<file path="config.mk">
export PLATFORM = sky130hd
export DESIGN_NAME = three_op_sum_accum
export DESIGN_NICKNAME = d
export VERILOG_FILES = /design/src/rtl/three_op_pkg.sv /design/src/rtl/three_op_sum_accum.sv
export SDC_FILE = /design/constraint.sdc
export NUM_CORES = 1
export LEC_CHECK = 0
export BUFFER_PORTS_ARGS = -buffer_cell sky130_fd_sc_hd__buf_2
export CAP_MARGIN = 15
export CORE_ASPECT_RATIO = 2
export CORE_MARGIN = 2
export CORE_UTILIZATION = 59
export DETAILED_ROUTE_END_ITERATION = 6
export PLACE_DENSITY = 0.88
export SYNTH_ARGS = -nofsm -noshare
export SYNTH_HDL_FRONTEND = slang
export SYNTH_SLANG_ARGS = --single-unit
export TNS_END_PERCENT = 20
</file>
<file path="constraint.sdc">
create_clock -name clk -period 4.75 [get_ports clk]
set_input_delay 0.95 -clock clk [delete_from_list [all_inputs] [get_ports clk]]
set_output_delay 0.95 -clock clk [all_outputs]
set_load 0.05 [all_outputs]
</file>
<file path="src/rtl/three_op_pkg.sv">
// Shared types and constants for the three-operand adder datapath.
// Provides the default adder sum width and the accumulator FSM states.
package three_op_pkg;

    localparam int DEF_SUM_W = 9;

    typedef enum logic {
        ACCUM = 1'b0,
        HOLD  = 1'b1
    } state_t;

endpackage

</file>
<file path="src/rtl/three_op_sum_accum.sv">
// Block accumulator for three-operand adder sums.
// Ports: clk, rst (async high); in_valid/in_ready/in_sum sample input;
// flush closes a partial block; out_valid/out_ready handshake with
// out_total (block sum mod 2^ACC_W), out_count and sticky out_ovf.
module three_op_sum_accum
    import three_op_pkg::*;
#(
    parameter int SUM_W     = DEF_SUM_W,
    parameter int ACC_W     = 12,
    parameter int BLOCK_LEN = 8,
    localparam int CNT_W    = $clog2(BLOCK_LEN + 1)
) (
    input  logic             clk,
    input  logic             rst,
    input  logic             in_valid,
    output logic             in_ready,
    input  logic [SUM_W-1:0] in_sum,
    input  logic             flush,
    output logic             out_valid,
    input  logic             out_ready,
    output logic [ACC_W-1:0] out_total,
    output logic [CNT_W-1:0] out_count,
    output logic             out_ovf
);

    state_t             state;
    state_t             state_n;
    logic [ACC_W-1:0]   acc;
    logic [ACC_W-1:0]   acc_n;
    logic [CNT_W-1:0]   cnt;
    logic [CNT_W-1:0]   cnt_n;
    logic               ovf;
    logic               ovf_n;
    logic               load;
    logic [ACC_W:0]     sum_ext;

    // Ready depends on state alone so out_ready never reaches in_ready.
    assign in_ready = (state == ACCUM);

    always_comb begin
        state_n = state;
        acc_n   = acc;
        cnt_n   = cnt;
        ovf_n   = ovf;
        load    = 1'b0;
        // Extra MSB captures the carry out of the accumulator width.
        sum_ext = {1'b0, acc} + (ACC_W + 1)'(in_sum);
        unique case (state)
            ACCUM: begin
                if (in_valid) begin
                    acc_n = sum_ext[ACC_W-1:0];
                    cnt_n = cnt + CNT_W'(1);
                    ovf_n = ovf | sum_ext[ACC_W];
                end
                // Flush sees the post-accept count, so a same-cycle
                // sample lands in the closing block.
                if ((in_valid && (cnt_n == CNT_W'(BLOCK_LEN))) ||
                    (flush && (cnt_n != '0))) begin
                    load    = 1'b1;
                    state_n = HOLD;
                end
            end
            HOLD: begin
                if (out_ready) begin
                    state_n = ACCUM;
                end
            end
            default: begin
                state_n = ACCUM;
            end
        endcase
    end

    always_ff @(posedge clk or posedge rst) begin
        if (rst) begin
            state     <= ACCUM;
            acc       <= '0;
            cnt       <= '0;
            ovf       <= 1'b0;
            out_valid <= 1'b0;
            out_total <= '0;
            out_count <= '0;
            out_ovf   <= 1'b0;
        end else begin
            state <= state_n;
            if (load) begin
                out_total <= acc_n;
                out_count <= cnt_n;
                out_ovf   <= ovf_n;
                out_valid <= 1'b1;
                acc       <= '0;
                cnt       <= '0;
                ovf       <= 1'b0;
            end else begin
                acc <= acc_n;
                cnt <= cnt_n;
                ovf <= ovf_n;
                if ((state == HOLD) && out_ready) begin
                    out_valid <= 1'b0;
                end
            end
        end
    end

endmodule

</file>
* Word-level counts from Yosys, hierarchy flattened
Cells that the tools add are included.
** Cells by class
- Add/sub/neg operators :: 2
- Eq/ne operators :: 1
- Multiplexer cells :: 16
- Bitwise operators :: 2
- Reduce and logical (&&, ||, !) cells :: 6
** Operators with widths (number)
- $mux 12 :: 3
- $mux 4 :: 4
- $add 12x9->13 :: 1
- $mux 1 :: 8
- $add 4x1->4 const B :: 1
- $eq 4x4->1 const B :: 1
- $reduce_bool 4->1 :: 1
- $logic_and 1x1->1 :: 3
- $pmux 1 s2 :: 1
- $reduce_bool 2->1 :: 1
- $logic_or 1x1->1 :: 1
- $not 1->1 :: 1
- $or 1x1->1 :: 1
** Storage, ports and cells
- Flip-flop bits (word level) :: 36
- Output and inout port bits :: 19
- Logic and storage cells :: 35

* Longest topological paths before layout
Gate-level depths: netlist (run 1).
- Depth after elaboration :: 9
- Gate-level depth with buffers :: 9

* Worst setup path before layout (run 1)
No wires, ideal clock.
- Path kind :: input to register
- Start point :: input port in_sum[0]
- End point :: register out_total[8]
- Library setup time :: 0.126 ns
- Arrival time :: 2.425 ns
- Data required time :: 4.624 ns
- Setup slack :: 2.199 ns
- Cell stages on the path :: 8
- Buffers on the path :: 0
- Path through :: ha_1 -> fa_1 -> a21o_2 -> nand4_1 -> nand2_1 -> a41o_1 -> o22ai_1 -> a21oi_1
** Between the ends
- Word-level cells in the longest chain between the ends :: 3
** RTL lines
- start: declaration :: line three_op_sum_accum.sv:17 : input logic [SUM_W-1:0] in_sum,
- $add 12x9->13 :: line three_op_sum_accum.sv:47 : sum_ext = {1'b0, acc} + (ACC_W + 1)'(in_sum);
- $mux 12 :: line three_op_sum_accum.sv:50 : if (in_valid) begin
- $mux 12 :: line three_op_sum_accum.sv:48 : unique case (state)
- end signal: assignment :: line three_op_sum_accum.sv:87 : out_total <= acc_n;
- end: declaration :: line three_op_sum_accum.sv:21 : output logic [ACC_W-1:0] out_total,
No other way between the ends.
A chain may end at the register's enable or synchronous reset.

* Final worst setup path (run 1)
Ends and elaborated chain as after synthesis.

==> results.cfg, run 1 <==
[run_status]
outcome = completed

[cells_and_area]
nNetsFinal = 255
n_antenna_cell = 0
layout-drive-gt1-share_pct = 19.05
fillerInstances = 218
areaGrowthSynthToFinish_pct = 14.47

[critical_path]
cp_max_fo = 3
crit_chain = buf_2 -> ha_1 -> fa_1 -> a21o_2 -> nand4_1 -> nand2_1 -> a41o_1 -> o22ai_1 -> a21oi_1
required_ns = 4.90
cpLargestDelayFamily = compound AO/OA/AOI/OAI gates
slowest_stage = fa_1
path_class = input port to flop
startpoint_type = input port
critPathCaptureType = flop
crit_path_max_incr_delay_ns = 0.42
path_buf_inv = 1
cp.arrival_ns = 2.71

[floorplanning]
die_x_um = 43.79
initial_core_util_pct = 62.73
ios = 33
die-height_um = 83.58
core_area_mm2 = 0.002978
dieArea_mm2 = 0.003660
rows = 28

[cts]
cts_tree = built
ctsResizeCount = 0
cts_setup_buffers = 0
cts-hold-fix-buffers = 0
root_buffer = clkbuf_8
worstSkewPairLatency_ns = 0.29
numCtsBuffers = 5
clock_path_buffers = 2
cts.sink_count = 36
cts.clk_slew.worst_paths_ns = 0.07
cts_htree_levels = 2

[routing]
finalWirelength_mm = 3.752
vias_per_cell = 5.839
drt_iter0_drc = 26
num_vias = 1524
drcViolationCount = 0
routedWlPerCell_um = 14.38
drt_first_pass_iters = 6
final_antenna_net_count = 0

[logic_synthesis]
synth_top_area_cell = dfrtp_1
syn-num-nets = 221
synth-seq-cells = 36
syn_area_per_cell_um2 = 9.531
synth_area_mm2 = 0.001868
synth-seq-area-share_pct = 48.23
synth_cell_types = 33
synth.area.top_cells = dfrtp_1, nor2_1, ha_1, a21oi_1, mux2i_1
synth_edf_count = 0
synth_warnings = 0
yosysTopAreaCellShare_pct = 48.23
ys.flop_type = dfrtp_1
netlist_instances = 196
synthArstFlopShare_pct = 100.0

[global_route]
grt.overflow.total = 0
grt_max_degree = 37
grt_pass1_wl_mm = 6.375
track_usage_pct = 22.55
antenna_found_initial = 0
grt_pass1_vias = 1522

[timing]
tns_ns = 0
clock.fmax_ghz = 0.3910
hold_violations = 0
worst_slew_pin_slew_ns = 0.6926
fin_crit_sh_pct = 53.84
worst_slack_ns = 2.193
period_minus_slack_ns = 2.557
fin_worst_skew_ns = 0.004125
rsz0062_at_grt = no
finalSetupViolCount = 0
relSlewSlack_pct = 53.73
drv_slew = 0

[hold_path]
holdCritPathClass = flop to flop

[job]
maxCapViolCount = 0

[place]
finalWeightedCongestion = 0.8050
port_buffers = 32
post-place-ws_ns = 1.702
post-dp-hpwl_mm = 2.715

[power]
power_density_mw_per_mm2 = 804.8
p_leak_nw = 1.046
ir_drop_uv = 451.0
-- cells in the final DEF, fill, tap and decap left out, drive strengths merged --
master and count:
o211a 1, a211oi 5, o21ai 8, xor2 6, inv 7, o21bai 2
xnor2 6, dfrtp 36, nor4 2, fa 1, nor2 44, ha 10
mux2i 6, o22ai 1, buf 35, nor2b 2, or4b 1, o211ai 2
a21o 4, nand3 2, nor3 2, nand2 10, a41o 1, o31a 1
nand4 2, clkbuf 8, o221ai 1, a21oi 25
-- cells by family (layout without fill, tap and decap cells) --
kind of cell	Yosys count	after routing	synth area share (%)
flops	36	36	48.22
buf+inv	15	50	3.750
xor+xnor	12	12	5.626
simple gates	65	65	14.47
mux	6	6	3.215
compound gates	51	51	16.95
fa+ha+maj	11	11	7.770
-- Yosys cell counts, types with 3 or more instances --
| cell | count |
|---|---|
| buf_2 | 5 |
| o21ai_1 | 3 |
| a211oi_1 | 4 |
| a21o_1 | 3 |
| nor2_1 | 44 |
| nand2_1 | 10 |
| o21ai_0 | 5 |
| inv_1 | 7 |
| mux2i_1 | 6 |
| dfrtp_1 | 36 |
| ha_1 | 10 |
| xor2_1 | 6 |
| xnor2_1 | 6 |
| a21oi_1 | 24 |
-- state kept, by name, summed over array words and instances (netlist names) --
signal     flops
cnt            4
out_valid      1
out_count      4
state          1
ovf            1
out_total     12
out_ovf        1
acc           12
-- layout make-up --
type	instances	area, um^2	area share [%]
Multi-Input combinational cell	145	897.1	41.95
Inverter	7	26.28	1.229
Timing Repair Buffer	35	186.4	8.719
Sequential cell	36	900.9	42.13
Tap cell	30	37.54	1.755
Clock buffer	8	90.09	4.213
-- power breakdown --
group | internal (mW) | switching (mW) | total, mW
Clock | 0.118 | 0.105 | 0.223
Combinational | 0.294 | 0.675 | 0.968
Sequential | 0.444 | 0.0860 | 0.530
Total | 0.856 | 0.865 | 1.72
-- path summary, 6_finish.rpt --
path | slack (ns) | startpoint | end | cells after the start
setup / recovery | 2.19 | in_sum[0] | out_total[8] | 9
hold / removal | 0.50 | out_valid | out_valid | 1
setup reg to reg | 2.34 | cnt[0] | out_total[2] | 6
hold reg to reg | 0.50 | out_valid | out_valid | 1
max in group asynchronous | 3.69 | rst | acc[10] | 3
min in group asynchronous | 0.75 | rst | out_total[1] | 3
-- metal layers --
metal  track usage [%]  vias to the layer above  wire, um
li1                  -                      739         -
met4             10.47                        0       103
met5                 0                        -         0
met3             5.411                       14       177
met2             39.30                       40      2000
met1             24.14                      731      1471
-- stage by stage --
stage                     std cells  hold WS [ns]  utilization, %  power [mW]  area, um^2
after floorplan                 196        0.4993               -       1.303        1868
after global placement          252        0.4609           68.40       1.466        2037
after detailed placement        252        0.4924           68.40       1.496        2037
after CTS                       260        0.5098           71.43       1.724        2127
after global routing            261        0.5118           71.81       1.840        2138
final                           261        0.4977           71.81       1.721        2138
Power figures use the tool's default switching activity.
==> run 2: changes to the inputs <==
- CORE_UTILIZATION: 59 -> 55
- PLACE_DENSITY: 0.88 -> 0.83
- clock period: 4.75 -> 2.5 ns (I/O delays scaled with it)
==> run 2 against run 1 <==
Effect of this change: first-iteration DRC count is 12% lower; design area is 0.59% higher; critical path depth is 1 lower; utilization is 6.7 points lower; setup slack worse by 1.8 ns; clock power is 96% higher; routed wire length is 2.1% lower; final cell count is 1.1% higher; hold slack worse by 0.20 ns; via count is 0.92% lower.
==> results.cfg, run 2 (synthesized netlist as in run 1, its figures left out) <==
[cells_and_area]
layout_commonest_cell = nor2_1
largestRegisters = acc (12), out_total (12)
fillerInstances = 266
n_antenna_cell = 0
areaGrowthSynthToFinish_pct = 15.14
nNetsFinal = 256
fin_area_mm2 = 0.002151
final_cell_mix = nor2_1, dfrtp_1, buf_2
layout-drive-gt1-share_pct = 20.26

[routing]
vias_per_cell = 5.720
finalWirelength_mm = 3.672
num_vias = 1510
final_antenna_net_count = 0
drcViolationCount = 0
routedWlPerCell_um = 13.91
drt_first_pass_iters = 4
drt_iter0_drc = 23

[timing]
fin_crit_sh_pct = 84.50
worst_slew_pin_slew_ns = 0.5285
clock.fmax_ghz = 0.4734
hold_violations = 0
fin_worst_skew_ns = 0.01102
period_minus_slack_ns = 2.113
finalSetupViolCount = 0
rsz0062_at_grt = no
relSlewSlack_pct = 64.69
drv_slew = 0
tns_ns = 0

[cts]
clock_path_buffers = 2
cts_setup_buffers = 0
ctsResizeCount = 0
cts-hold-fix-buffers = 0
root_buffer = clkbuf_8
cts.sink_count = 36
cts_htree_levels = 2
cts.clk_slew.worst_paths_ns = 0.08
worstSkewPairLatency_ns = 0.29
cts_tree = built
numCtsBuffers = 5

[floorplanning]
initial_core_util_pct = 56.55
die_x_um = 45.21
die-height_um = 86.42
ios = 33
core_area_mm2 = 0.003303
rows = 30
dieArea_mm2 = 0.003907

[global_route]
grt_pass1_wl_mm = 6.072
antenna_found_initial = 0
grt.overflow.total = 0
track_usage_pct = 20.82
grt_max_degree = 37
grt_pass1_vias = 1459

[critical_path]
cp_max_fo = 3
cp.arrival_ns = 2.29
startpoint_type = flop
r2r_slack_ns = 0.39
critPathCaptureType = flop
path_class = flop to flop
required_ns = 2.68

[power]
ir_drop_uv = 930.5
power_density_mw_per_mm2 = 1527
p_leak_nw = 1.056
total_power_mw = 3.285

[place]
port_buffers = 32
dpl_cell_area_mm2 = 0.002054
finalWeightedCongestion = 0.9220
post-dp-hpwl_mm = 2.671

[run_status]
outcome = completed

[hold_path]
holdCritPathClass = input port to asynchronous set/reset pin

[job]
maxCapViolCount = 0
[run 2: layout make-up]
| cell class | count | area (um^2) | share of cell area (%) |
|---|---|---|---|
| sequential | 36 | 900.9 | 41.88 |
| clock buffer | 6 | 82.58 | 3.839 |
| multi-input combinational | 145 | 897.1 | 41.71 |
| tap | 32 | 40.04 | 1.862 |
| clock inverter | 2 | 13.76 | 0.6399 |
| inverter | 7 | 26.28 | 1.222 |
| timing repair buffer | 36 | 190.2 | 8.842 |
[run 2: where the power goes]
part | switching, mW | internal (mW)
Clock | 0.211 | 0.225
Sequential | 0.160 | 0.842
Combinational | 1.28 | 0.566
Total | 1.65 | 1.63
[run 2: layer usage]
metal	part of all wire, %	track usage [%]
met1	42	24.83
met2	53	35.58
met3	3.0	2.500
met4	1.6	9.893
met5	0	0
[run 2: final timing paths]
kind,startpoint,end,depth (start not counted)
min in group clk,out_ready,state,2
setup / recovery,acc[0],out_total[10],8
hold / removal,rst,acc[8],3
max in group asynchronous,rst,acc[9],3
setup reg to reg,acc[0],out_total[10],8
hold reg to reg,out_valid,out_valid,1
[run 2: per-stage QoR]
| step | worst slack [ns] | cells | hold WS, ns | util [%] |
|---|---|---|---|---|
| floorplan | 0.3987 | 196 | 0.4993 | - |
| global placement | 0.2102 | 256 | 0.4562 | 62.20 |
| detailed placement | 0.1721 | 256 | 0.4778 | 62.20 |
| CTS | 0.3973 | 264 | 0.3049 | 65.11 |
| global route | 0.2953 | 264 | 0.3515 | 65.11 |
| finish | 0.3875 | 264 | 0.2977 | 65.11 |
[run 2: critical path: stages, from the launching register on]
cell      delay [ns]
dfrtp_1         0.38
ha_1            0.24
fa_1            0.43
a21o_2          0.21
nand4_1         0.11
a21oi_1         0.10
o211ai_1        0.21
xor2_1          0.23
a21oi_1         0.10
